**config.mk**
```make
export PLATFORM = sky130hd
export DESIGN_NAME = iob_soc_sim_watch_monitor
export DESIGN_NICKNAME = d
export VERILOG_FILES = /design/src/rtl/iob_soc_sim_watch_monitor.sv
export SDC_FILE = /design/constraint.sdc
export NUM_CORES = 1
export LEC_CHECK = 0
export BUFFER_PORTS_ARGS = -buffer_cell sky130_fd_sc_hd__buf_2
export CAP_MARGIN = 5
export CORE_UTILIZATION = 40
export CTS_CLUSTER_SIZE = 14
export DETAILED_ROUTE_END_ITERATION = 6
export HOLD_SLACK_MARGIN = 0.12
export SYNTH_ARGS = -nofsm -noshare
export SYNTH_HDL_FRONTEND = slang
export SYNTH_SLANG_ARGS = --single-unit
export TNS_END_PERCENT = 5
```
**constraint.sdc**
```tcl
create_clock -name clk_i -period 9.64 [get_ports clk_i]
set_input_delay 0.964 -clock clk_i [delete_from_list [all_inputs] [get_ports clk_i]]
set_output_delay 0.964 -clock clk_i [all_outputs]
set_load 0.005 [all_outputs]
```
**src/rtl/iob_soc_sim_watch_monitor.sv**
```systemverilog
// Simulation watch monitor: snoops an IOb-native bus, counts address/mask watchpoint hits
// and raises a sticky halt on hit thresholds or CPU trap edges. Configured via an IOb CSR slave.
module iob_soc_sim_watch_monitor #(
  parameter int N_WATCH    = 4,
  parameter int ADDR_W     = 32,
  parameter int DATA_W     = 32,
  parameter int CNT_W      = 16,
  parameter int CSR_ADDR_W = 6
) (
  input  logic                    clk_i,
  input  logic                    arst_n_i,
  input  logic                    cke_i,
  input  logic                    snoop_valid_i,
  input  logic                    snoop_ready_i,
  input  logic [ADDR_W-1:0]       snoop_addr_i,
  input  logic [DATA_W-1:0]       snoop_wdata_i,
  input  logic [DATA_W/8-1:0]     snoop_wstrb_i,
  input  logic                    trap_i,
  input  logic                    iob_avalid_i,
  input  logic [CSR_ADDR_W-1:0]   iob_addr_i,
  input  logic [DATA_W-1:0]       iob_wdata_i,
  input  logic [DATA_W/8-1:0]     iob_wstrb_i,
  output logic [DATA_W-1:0]       iob_rdata_o,
  output logic                    iob_rvalid_o,
  output logic                    iob_ready_o,
  output logic [N_WATCH-1:0]      hit_o,
  output logic                    halt_o
);

  localparam int STRB_W = DATA_W / 8;
  localparam int BLK_W  = CSR_ADDR_W - 3;
  localparam logic [3:0] CAUSE_TRAP = 4'(N_WATCH);

  localparam logic [2:0] R_ADDR   = 3'd0;
  localparam logic [2:0] R_MASK   = 3'd1;
  localparam logic [2:0] R_CTRL   = 3'd2;
  localparam logic [2:0] R_THRESH = 3'd3;
  localparam logic [2:0] R_COUNT  = 3'd4;
  localparam logic [2:0] R_LWD    = 3'd5;
  localparam logic [2:0] R_STATUS = 3'd0;
  localparam logic [2:0] R_GCTRL  = 3'd1;
  localparam logic [2:0] R_CYCLES = 3'd2;

  // watchpoint configuration and state
  logic [N_WATCH-1:0][ADDR_W-1:0] wp_addr;
  logic [N_WATCH-1:0][ADDR_W-1:0] wp_mask;
  logic [N_WATCH-1:0][3:0]        wp_ctrl;
  logic [N_WATCH-1:0][CNT_W-1:0]  wp_thresh;
  logic [N_WATCH-1:0][CNT_W-1:0]  wp_count;
  logic [N_WATCH-1:0][DATA_W-1:0] wp_lwd;
  logic [N_WATCH-1:0][CNT_W-1:0]  cnt_upd;

  logic                 ready_q;
  logic                 rvalid_q;
  logic [DATA_W-1:0]    rdata_q;
  logic [DATA_W-1:0]    rd_mux;

  logic                 s0_v;
  logic [ADDR_W-1:0]    s0_addr;
  logic [DATA_W-1:0]    s0_wdata;
  logic [STRB_W-1:0]    s0_wstrb;

  logic [N_WATCH-1:0]   hit_c;
  logic [N_WATCH-1:0]   hit_q;
  logic [N_WATCH-1:0]   wr_count;
  logic [N_WATCH-1:0]   chan_halt;

  logic                 halt_q;
  logic [3:0]           cause_q;
  logic                 hot_q;
  logic                 trap_q;
  logic [31:0]          cycles_q;

  logic                 csr_acc;
  logic                 csr_wr;
  logic                 csr_rd;
  logic [BLK_W-1:0]     blk;
  logic [2:0]           rsel;
  logic                 g_sel;
  logic                 trap_halt;
  logic                 halt_clr;
  logic                 halt_set;
  logic [3:0]           new_cause;
  logic                 snoop_acc;

  assign iob_ready_o  = ready_q & cke_i;
  assign iob_rvalid_o = rvalid_q;
  assign iob_rdata_o  = rdata_q;
  assign hit_o        = hit_q;
  assign halt_o       = halt_q;

  assign csr_acc   = iob_avalid_i & iob_ready_o;
  assign csr_wr    = csr_acc & (|iob_wstrb_i);
  assign csr_rd    = csr_acc & ~(|iob_wstrb_i);
  assign blk       = iob_addr_i[CSR_ADDR_W-1:3];
  assign rsel      = iob_addr_i[2:0];
  assign g_sel     = (blk == BLK_W'(N_WATCH));
  assign snoop_acc = snoop_valid_i & snoop_ready_i;

  assign trap_halt = trap_i & ~trap_q & hot_q;
  assign halt_clr  = csr_wr & g_sel & (rsel == R_GCTRL) & iob_wstrb_i[0] & iob_wdata_i[1];
  assign halt_set  = (|chan_halt) | trap_halt;

  // match, counter update and halt detection for the stage-1 access
  always_comb begin
    hit_c     = '0;
    wr_count  = '0;
    chan_halt = '0;
    cnt_upd   = wp_count;
    new_cause = CAUSE_TRAP;
    for (int k = 0; k < N_WATCH; k++) begin
      wr_count[k] = csr_wr && (blk == BLK_W'(k)) && (rsel == R_COUNT);
      hit_c[k] = s0_v && wp_ctrl[k][0]
                 && (((s0_addr ^ wp_addr[k]) & wp_mask[k]) == '0)
                 && ((|s0_wstrb) ? wp_ctrl[k][1] : wp_ctrl[k][2]);
      if (wr_count[k])
        cnt_upd[k] = '0;
      else if (hit_c[k] && !halt_q && (wp_count[k] != '1))
        cnt_upd[k] = wp_count[k] + CNT_W'(1);
      chan_halt[k] = hit_c[k] && !halt_q && !wr_count[k] && wp_ctrl[k][3]
                     && (wp_thresh[k] != '0) && (cnt_upd[k] == wp_thresh[k]);
    end
    for (int k = N_WATCH - 1; k >= 0; k--) begin
      if (chan_halt[k]) new_cause = 4'(k);
    end
  end

  always_comb begin
    rd_mux = '0;
    for (int k = 0; k < N_WATCH; k++) begin
      if (blk == BLK_W'(k)) begin
        case (rsel)
          R_ADDR:   rd_mux = DATA_W'(wp_addr[k]);
          R_MASK:   rd_mux = DATA_W'(wp_mask[k]);
          R_CTRL:   rd_mux = DATA_W'(wp_ctrl[k]);
          R_THRESH: rd_mux = DATA_W'(wp_thresh[k]);
          R_COUNT:  rd_mux = DATA_W'(wp_count[k]);
          R_LWD:    rd_mux = wp_lwd[k];
          default:  ;
        endcase
      end
    end
    if (g_sel) begin
      case (rsel)
        R_STATUS: rd_mux = DATA_W'({cause_q, 7'b0, halt_q});
        R_GCTRL:  rd_mux = DATA_W'(hot_q);
        R_CYCLES: rd_mux = DATA_W'(cycles_q);
        default:  ;
      endcase
    end
  end

  always_ff @(posedge clk_i or negedge arst_n_i) begin
    if (!arst_n_i) begin
      wp_addr   <= '0;
      wp_mask   <= '0;
      wp_ctrl   <= '0;
      wp_thresh <= '0;
      wp_count  <= '0;
      wp_lwd    <= '0;
    end else if (cke_i) begin
      for (int k = 0; k < N_WATCH; k++) begin
        if (csr_wr && (blk == BLK_W'(k))) begin
          case (rsel)
            R_ADDR: begin
              for (int i = 0; i < ADDR_W; i++)
                if (iob_wstrb_i[i/8]) wp_addr[k][i] <= iob_wdata_i[i];
            end
            R_MASK: begin
              for (int i = 0; i < ADDR_W; i++)
                if (iob_wstrb_i[i/8]) wp_mask[k][i] <= iob_wdata_i[i];
            end
            R_CTRL: begin
              if (iob_wstrb_i[0]) wp_ctrl[k] <= iob_wdata_i[3:0];
            end
            R_THRESH: begin
              for (int i = 0; i < CNT_W; i++)
                if (iob_wstrb_i[i/8]) wp_thresh[k][i] <= iob_wdata_i[i];
            end
            default: ;
          endcase
        end
        wp_count[k] <= cnt_upd[k];
        if (hit_c[k] && (|s0_wstrb) && !halt_q) wp_lwd[k] <= s0_wdata;
      end
    end
  end

  always_ff @(posedge clk_i or negedge arst_n_i) begin
    if (!arst_n_i) begin
      ready_q  <= 1'b0;
      rvalid_q <= 1'b0;
      rdata_q  <= '0;
      s0_v     <= 1'b0;
      s0_addr  <= '0;
      s0_wdata <= '0;
      s0_wstrb <= '0;
      hit_q    <= '0;
      halt_q   <= 1'b0;
      cause_q  <= '0;
      hot_q    <= 1'b0;
      trap_q   <= 1'b0;
      cycles_q <= '0;
    end else if (cke_i) begin
      ready_q  <= 1'b1;
      rvalid_q <= csr_rd;
      if (csr_rd) rdata_q <= rd_mux;
      s0_v <= snoop_acc;
      if (snoop_acc) begin
        s0_addr  <= snoop_addr_i;
        s0_wdata <= snoop_wdata_i;
        s0_wstrb <= snoop_wstrb_i;
      end
      hit_q  <= hit_c;
      trap_q <= trap_i;
      if (!halt_q) cycles_q <= cycles_q + 32'd1;
      if (csr_wr && g_sel && (rsel == R_GCTRL) && iob_wstrb_i[0]) hot_q <= iob_wdata_i[0];
      // a fresh halt condition beats a simultaneous clear
      if (halt_set && (!halt_q || halt_clr)) begin
        halt_q  <= 1'b1;
        cause_q <= new_cause;
      end else if (halt_clr) begin
        halt_q  <= 1'b0;
        cause_q <= '0;
      end
    end
  end

endmodule

```
After elaboration in Yosys (flattened, before gate mapping)

Index checks and enable logic that the tools add are counted.

Register bits: 674
Input bits: 117
Output and inout port bits: 39
Word-level logic and storage cells: 269

Add/subtract/negate cells: 5
Equality and inequality tests: 17
Mux-type cells: 30
Bitwise logic cells: 23
Reduce and logical (&&, ||, !) cells: 129

Operators by type and width:

| cell                    | number |
|---|---|
| $pmux W32 S6            | 4 |
| $reduce_and A4 Y1       | 44 |
| $mux W32                | 5 |
| $and A32 B32 Y32        | 4 |
| $logic_not A32 Y1       | 4 |
| $mux W16                | 8 |
| $xor A32 B32 Y32        | 4 |
| $pmux W32 S3            | 1 |
| $add A16 B1 Y16 const B | 4 |
| $eq A16 B16 Y1          | 4 |
| $ne A16 B16 Y1 const B  | 4 |
| $reduce_bool A16 Y1     | 4 |
| $logic_and A1 B1 Y1     | 56 |
| $add A32 B1 Y32 const B | 1 |
| $mux W4                 | 5 |
| $reduce_and A2 Y1       | 9 |
| $eq A3 B2 Y1 const B    | 4 |
| $reduce_or A4 Y1        | 3 |
| $and A1 B1 Y1           | 11 |
| $eq A3 B3 Y1 const B    | 3 |
| $eq A3 B1 Y1 const B    | 2 |
| $logic_not A3 Y1        | 2 |
| $mux W1                 | 6 |
| $logic_not A1 Y1        | 5 |
| 5 further kinds         | 7 |

Depth between registers and ports, before layout

Depth in word-level cells: 16
Gate-level depth with buffers: 16
Gate-level depth less buffers: 13

Worst setup path after synthesis

OpenSTA, ideal clock, no wires.

Path kind: input port to flip-flop
From: in iob_addr_i[3]
To: reg cause_q[0]
Setup time: 0.125 ns
Data arrival time: 4.037 ns
Data required time: 9.515 ns
Setup slack: 5.478 ns
Cell stages on the path: 14
Buffers on the path: 2
Cell sequence: buf_2 or3b_1 buf_2 nor4_4 nor2_2 nand2_2 a21oi_1 a2111o_1 or4_1 nor4_1 nand4_1 o21a_1 a41o_1 mux2_4

Longest elaborated chain between the ends: 13
Elaborated cells between the ends (all ways): 56
Those cells by class: 8 x eq/ne; 9 x mux; 5 x bitwise; 34 x reduce/logical

Ends and longest elaborated chain:

| element                                                           | line | RTL |
|---|---|---|
| start, declared                                                   | 20   | `input logic [CSR_ADDR_W-1:0] iob_addr_i,` |
| parallel branches: the longest is 13 deep, another holds $mux W16 | n/a  |  |
| end signal, assigned                                              | 221  | `cause_q <= new_cause;` |
| end, declared                                                     | 69   | `logic [3:0] cause_q;` |

Parallel ways; which one is timed is not known.
A chain may end at the register's enable or synchronous reset.

Final worst setup path

From: reg s0_addr[14]
To: reg cause_q[0]

Longest elaborated chain between the ends: 16
Elaborated cells between the ends (all ways): 66
Those cells by class: 4 x eq/ne; 13 x mux; 9 x bitwise; 40 x reduce/logical

Ends and longest elaborated chain:

| element                                               | line     | RTL |
|---|---|---|
| start, declared                                       | 59       | `logic [ADDR_W-1:0] s0_addr;` |
| start signal, assigned                                | 210      | `s0_addr <= snoop_addr_i;` |
| $xor A32 B32 Y32                                      | 114      | `&& (((s0_addr ^ wp_addr[k]) & wp_mask[k]) == '0)` |
| $and A32 B32 Y32                                      | 114      |  |
| $logic_not A32 Y1                                     | 114      |  |
| $logic_and A1 B1 Y1                                   | 114      |  |
| $logic_and A1 B1 Y1                                   | 115      | `&& ((\|s0_wstrb) ? wp_ctrl[k][1] : wp_ctrl[k][2]);` |
| $logic_and A1 B1 Y1                                   | 118, 120 |  |
| $logic_and A1 B1 Y1                                   | 118      | `else if (hit_c[k] && !halt_q && (wp_count[k] != '1))` |
| $mux W16                                              | 118      |  |
| $mux W16                                              | 116      | `if (wr_count[k])` |
| $eq A16 B16 Y1                                        | 121      | `&& (wp_thresh[k] != '0) && (cnt_upd[k] == wp_thresh[k]);` |
| $logic_and A1 B1 Y1                                   | 121      |  |
| $mux W3 / $reduce_or A4 Y1 (equally long branches)    | 124, 102 |  |
| $mux W4 / $or A1 B1 Y1 (equally long branches)        | 124, 102 |  |
| $mux W4 / $logic_and A1 B1 Y1 (equally long branches) | 124, 219 |  |
| $mux W4 / $reduce_bool A2 Y1 (equally long branches)  | n/a      |  |
| $mux W4 / $reduce_and A2 Y1 (equally long branches)   | n/a      |  |

Parallel ways exist; a longest one is shown, timed or not.

==> flow_metrics.tcl <==
set metrics [dict create \
    slew_headroom_pct 24.1 \
    crit_type "flop to flop" \
    ant_nets 0 \
    drive_above_1_share_pct 26.3 \
    hold_path.class "primary input to async pin" \
    port_buffers 155 \
    yosysWarnings 0 \
    core_area_um2 93700 \
    grt_pass1_vias 30900 \
    hold_viol 0 \
    fp.dieW_um 310 \
    routed-via-count 32600 \
    cts_buffer_depth 3 \
    netlist_instances 3654 \
    critPathRequiredTime_ns 10.20 \
    area_delta_synth_final_pct 12.2 \
    fp.dieH_um 310 \
    cp.arrival_ns 5.65 \
    avgSynthCellArea_um2 10.4 \
    cts_resized 0 \
    peakVddDrop_mv 0.130 \
    pin_count 156 \
    drc 5 \
    ys.flop_type "dfrtp_1" \
    drtIter0Drc 4618 \
    async_reset_ff_share_pct 100 \
    clk_latency_ns 0.68 \
    start_kind "flop" \
    worstMarginPinSlew_ns 1.13 \
    leakage_nw 19.1 \
    ctsHtreeMaxLevel 3 \
    syn_nets 3776 \
    start_util_pct 40.6 \
    outcome "finished, violations left" \
    tritoncts "yes" \
    timing.final.crit_share_pct 52.9 \
    cts_setup_buffers 0 \
    cap_viol_max_count 0 \
    grt_pass1_wl_mm 230 \
    n_fill_cell 8845 \
    synth_cell_types 90 \
    nNetsFinal 3790 \
    yosysSeqAreaShare_pct 44.3 \
    synth_edf_count 0 \
    rsz0062_at_grt "no" \
    antenna_found_initial 15 \
    fmax_mhz 196 \
    grt_util_all_layers_pct 33.4 \
    violations "design-rule violations" \
    cp_max_fo 11 \
    p_per_area_nw_per_um2 170 \
    gp_congestion 1.06 \
    dieArea_um2 96300 \
    holdWs_ns 0.326 \
    netlist_area_um2 38000 \
    cts_sinks 673 \
    post-route-min-period_ns 5.10 \
    clkTransAtPathRegs_ns 0.06 \
    end_kind "flop" \
    grt_overflow 0 \
    wl_per_cell_um 32.4 \
    grt_max_degree 172 \
    setup_viol 0 \
    worst_clock_skew_ns 0.0341 \
    utilization_pct 45.5 \
    clock-root-buffer "clkbuf_16" \
    holdBufCountCts 0 \
    routed_wl_mm 162 \
    viasPerCell 6.54 \
    rows 112 \
    finalMaxSlewViolations 0 \
    numCtsBuffers 78 \
    dp.final_hpwl_mm 118 \
    ys_ff_latch 673 \
    finalSetupTns_ns 0 \
    drt_pass1_iterations 7 \
]
## worst max-delay path, stage by stage (launching register included)
cell	delay [ns]
dfrtp_1	0.52
xor2_1	0.22
a22oi_1	0.33
o2111ai_1	0.44
nor4_1	0.89
nand3_1	0.61
nor3_1	0.34
o32ai_1	0.17
nor4_1	0.39
nand4_1	0.30
o21a_1	0.22
a41o_1	0.25
mux2_4	0.30
## per-stage QoR
| stage | power [mW] | setup WS (ns) | area, µm² | cells |
|---|---|---|---|---|
| floorplan | 3.58 | 5.48 | 38000 | 3654 |
| global placement | 4.04 | 4.33 | 39900 | 4842 |
| detailed placement | 4.05 | 4.26 | 39900 | 4842 |
| CTS | 7.23 | 4.72 | 42600 | 4982 |
| global route | 7.41 | 4.31 | 42600 | 4982 |
| finish | 7.23 | 4.54 | 42600 | 4985 |
## report_power, final
part,internal [mW],switching [mW]
clock network,1.92,1.29
registers,2.95,0.281
logic,0.277,0.526
## logic make-up (layout without fill, tap and decap cells)
family,count (synthesis),count (layout),synth area share [%]
compound gates,818,818,14.5
xor+xnor,206,206,4.85
buf+inv,323,397,3.30
simple gates,977,977,13.5
flops,673,673,44.3
mux,652,652,19.4
fa+ha+maj,5,5,0.165
other cells,0,3,0
## synth_stat cells (27+ instances only)
cell type / number / area share (%)
xor2_1: 159 / 3.7
mux2i_1: 86 / 2.3
xnor2_1: 44 / 1.0
o21ai_0: 162 / 2.1
buf_1: 39 / 0.39
nor2_1: 149 / 1.5
dfrtp_1: 673 / 44
nand2_1: 301 / 3.0
nor4_1: 53 / 0.87
o22ai_1: 41 / 0.67
o31ai_1: 33 / 0.65
and3_1: 32 / 0.53
nand4_1: 64 / 1.1
clkbuf_1: 226 / 2.2
a31oi_1: 40 / 0.66
inv_1: 35 / 0.35
mux2_2: 553 / 16
nor3_1: 58 / 0.76
a21oi_1: 147 / 1.9
or3_1: 29 / 0.48
nor2b_1: 27 / 0.44
a22oi_1: 197 / 3.9
nand3_1: 96 / 1.3
## state kept, by name, summed over array words and instances, names as in the netlist
| register | count |
|---|---|
| wp_addr | 128 |
| wp_lwd | 128 |
| wp_mask | 128 |
| wp_count | 64 |
| wp_thresh | 64 |
| cycles_q | 32 |
| iob_rdata_o | 32 |
| s0_addr | 32 |
| s0_wdata | 32 |
| wp_ctrl | 16 |
| hit_o | 4 |
| s0_wstrb | 4 |
| cause_q | 3 |
| halt_o | 1 |
| hot_q | 1 |
| iob_rvalid_o | 1 |
| ready_q | 1 |
| s0_v | 1 |
| trap_q | 1 |
## cell type report
cell class | count | area, µm² | share of cell area [%]
timing repair buffer | 222 | 1340 | 3.14
sequential | 673 | 16800 | 39.5
clock inverter | 28 | 468 | 1.10
multi-input combinational | 2658 | 20000 | 46.9
clock buffer | 112 | 2270 | 5.33
antenna | 3 | 7.51 | 0.0176
inverter | 35 | 131 | 0.308
tap | 1254 | 1570 | 3.68
## metal layers
layer | GRT usage [%] | wire (µm) | part of all wire [%] | vias to the layer above
li1 | - | - | - | 13700
met1 | 44.7 | 64000 | 40 | 16300
met2 | 48.7 | 68600 | 42 | 2097
met3 | 8.13 | 17300 | 11 | 458
met4 | 20.6 | 11500 | 7.1 | 20
met5 | 0 | 146 | 0.090 | -
## cells in the final DEF, fill, tap and decap left out, types with 15 or more instances in the layout
cell and instances:
a211oi_1 20, a21oi_1 147, a22o_1 18, a22oi_1 197
a31oi_1 40, and2_1 22, and3_1 32, and4_1 16
buf_2 151, buf_4 66, clkbuf_1 17, clkbuf_16 80
clkbuf_8 15, dfrtp_1 673, inv_1 35, mux2_2 553
mux2i_1 86, nand2_1 300, nand2b_1 18, nand3_1 94
nand4_1 64, nor2_1 147, nor2b_1 26, nor3_1 55
nor4_1 50, o211ai_1 23, o21ai_0 162, o22ai_1 41
o31ai_1 33, or2_2 16, or3_1 28, or4_1 20
xnor2_1 44, xor2_1 159
## worst paths after layout
path | from | slack, ns | cells after the start | end
setup / recovery | s0_addr[14]$_DFFE_PN0P_ | 4.54 | 12 | cause_q[0]$_DFFE_PN0P_
hold / removal | arst_n_i | 0.33 | 1 | wp_count[15]$_DFFE_PN0P_
setup reg to reg | s0_addr[14]$_DFFE_PN0P_ | 4.54 | 12 | cause_q[0]$_DFFE_PN0P_
hold reg to reg | iob_rdata_o[28]$_DFFE_PN0P_ | 0.47 | 2 | iob_rdata_o[28]$_DFFE_PN0P_
max in group asynchronous | arst_n_i | 7.11 | 3 | wp_mask[119]$_DFFE_PN0P_
min in group clk_i | iob_rdata_o[28]$_DFFE_PN0P_ | 0.47 | 2 | iob_rdata_o[28]$_DFFE_PN0P_
Power figures use the tool's default switching activity.
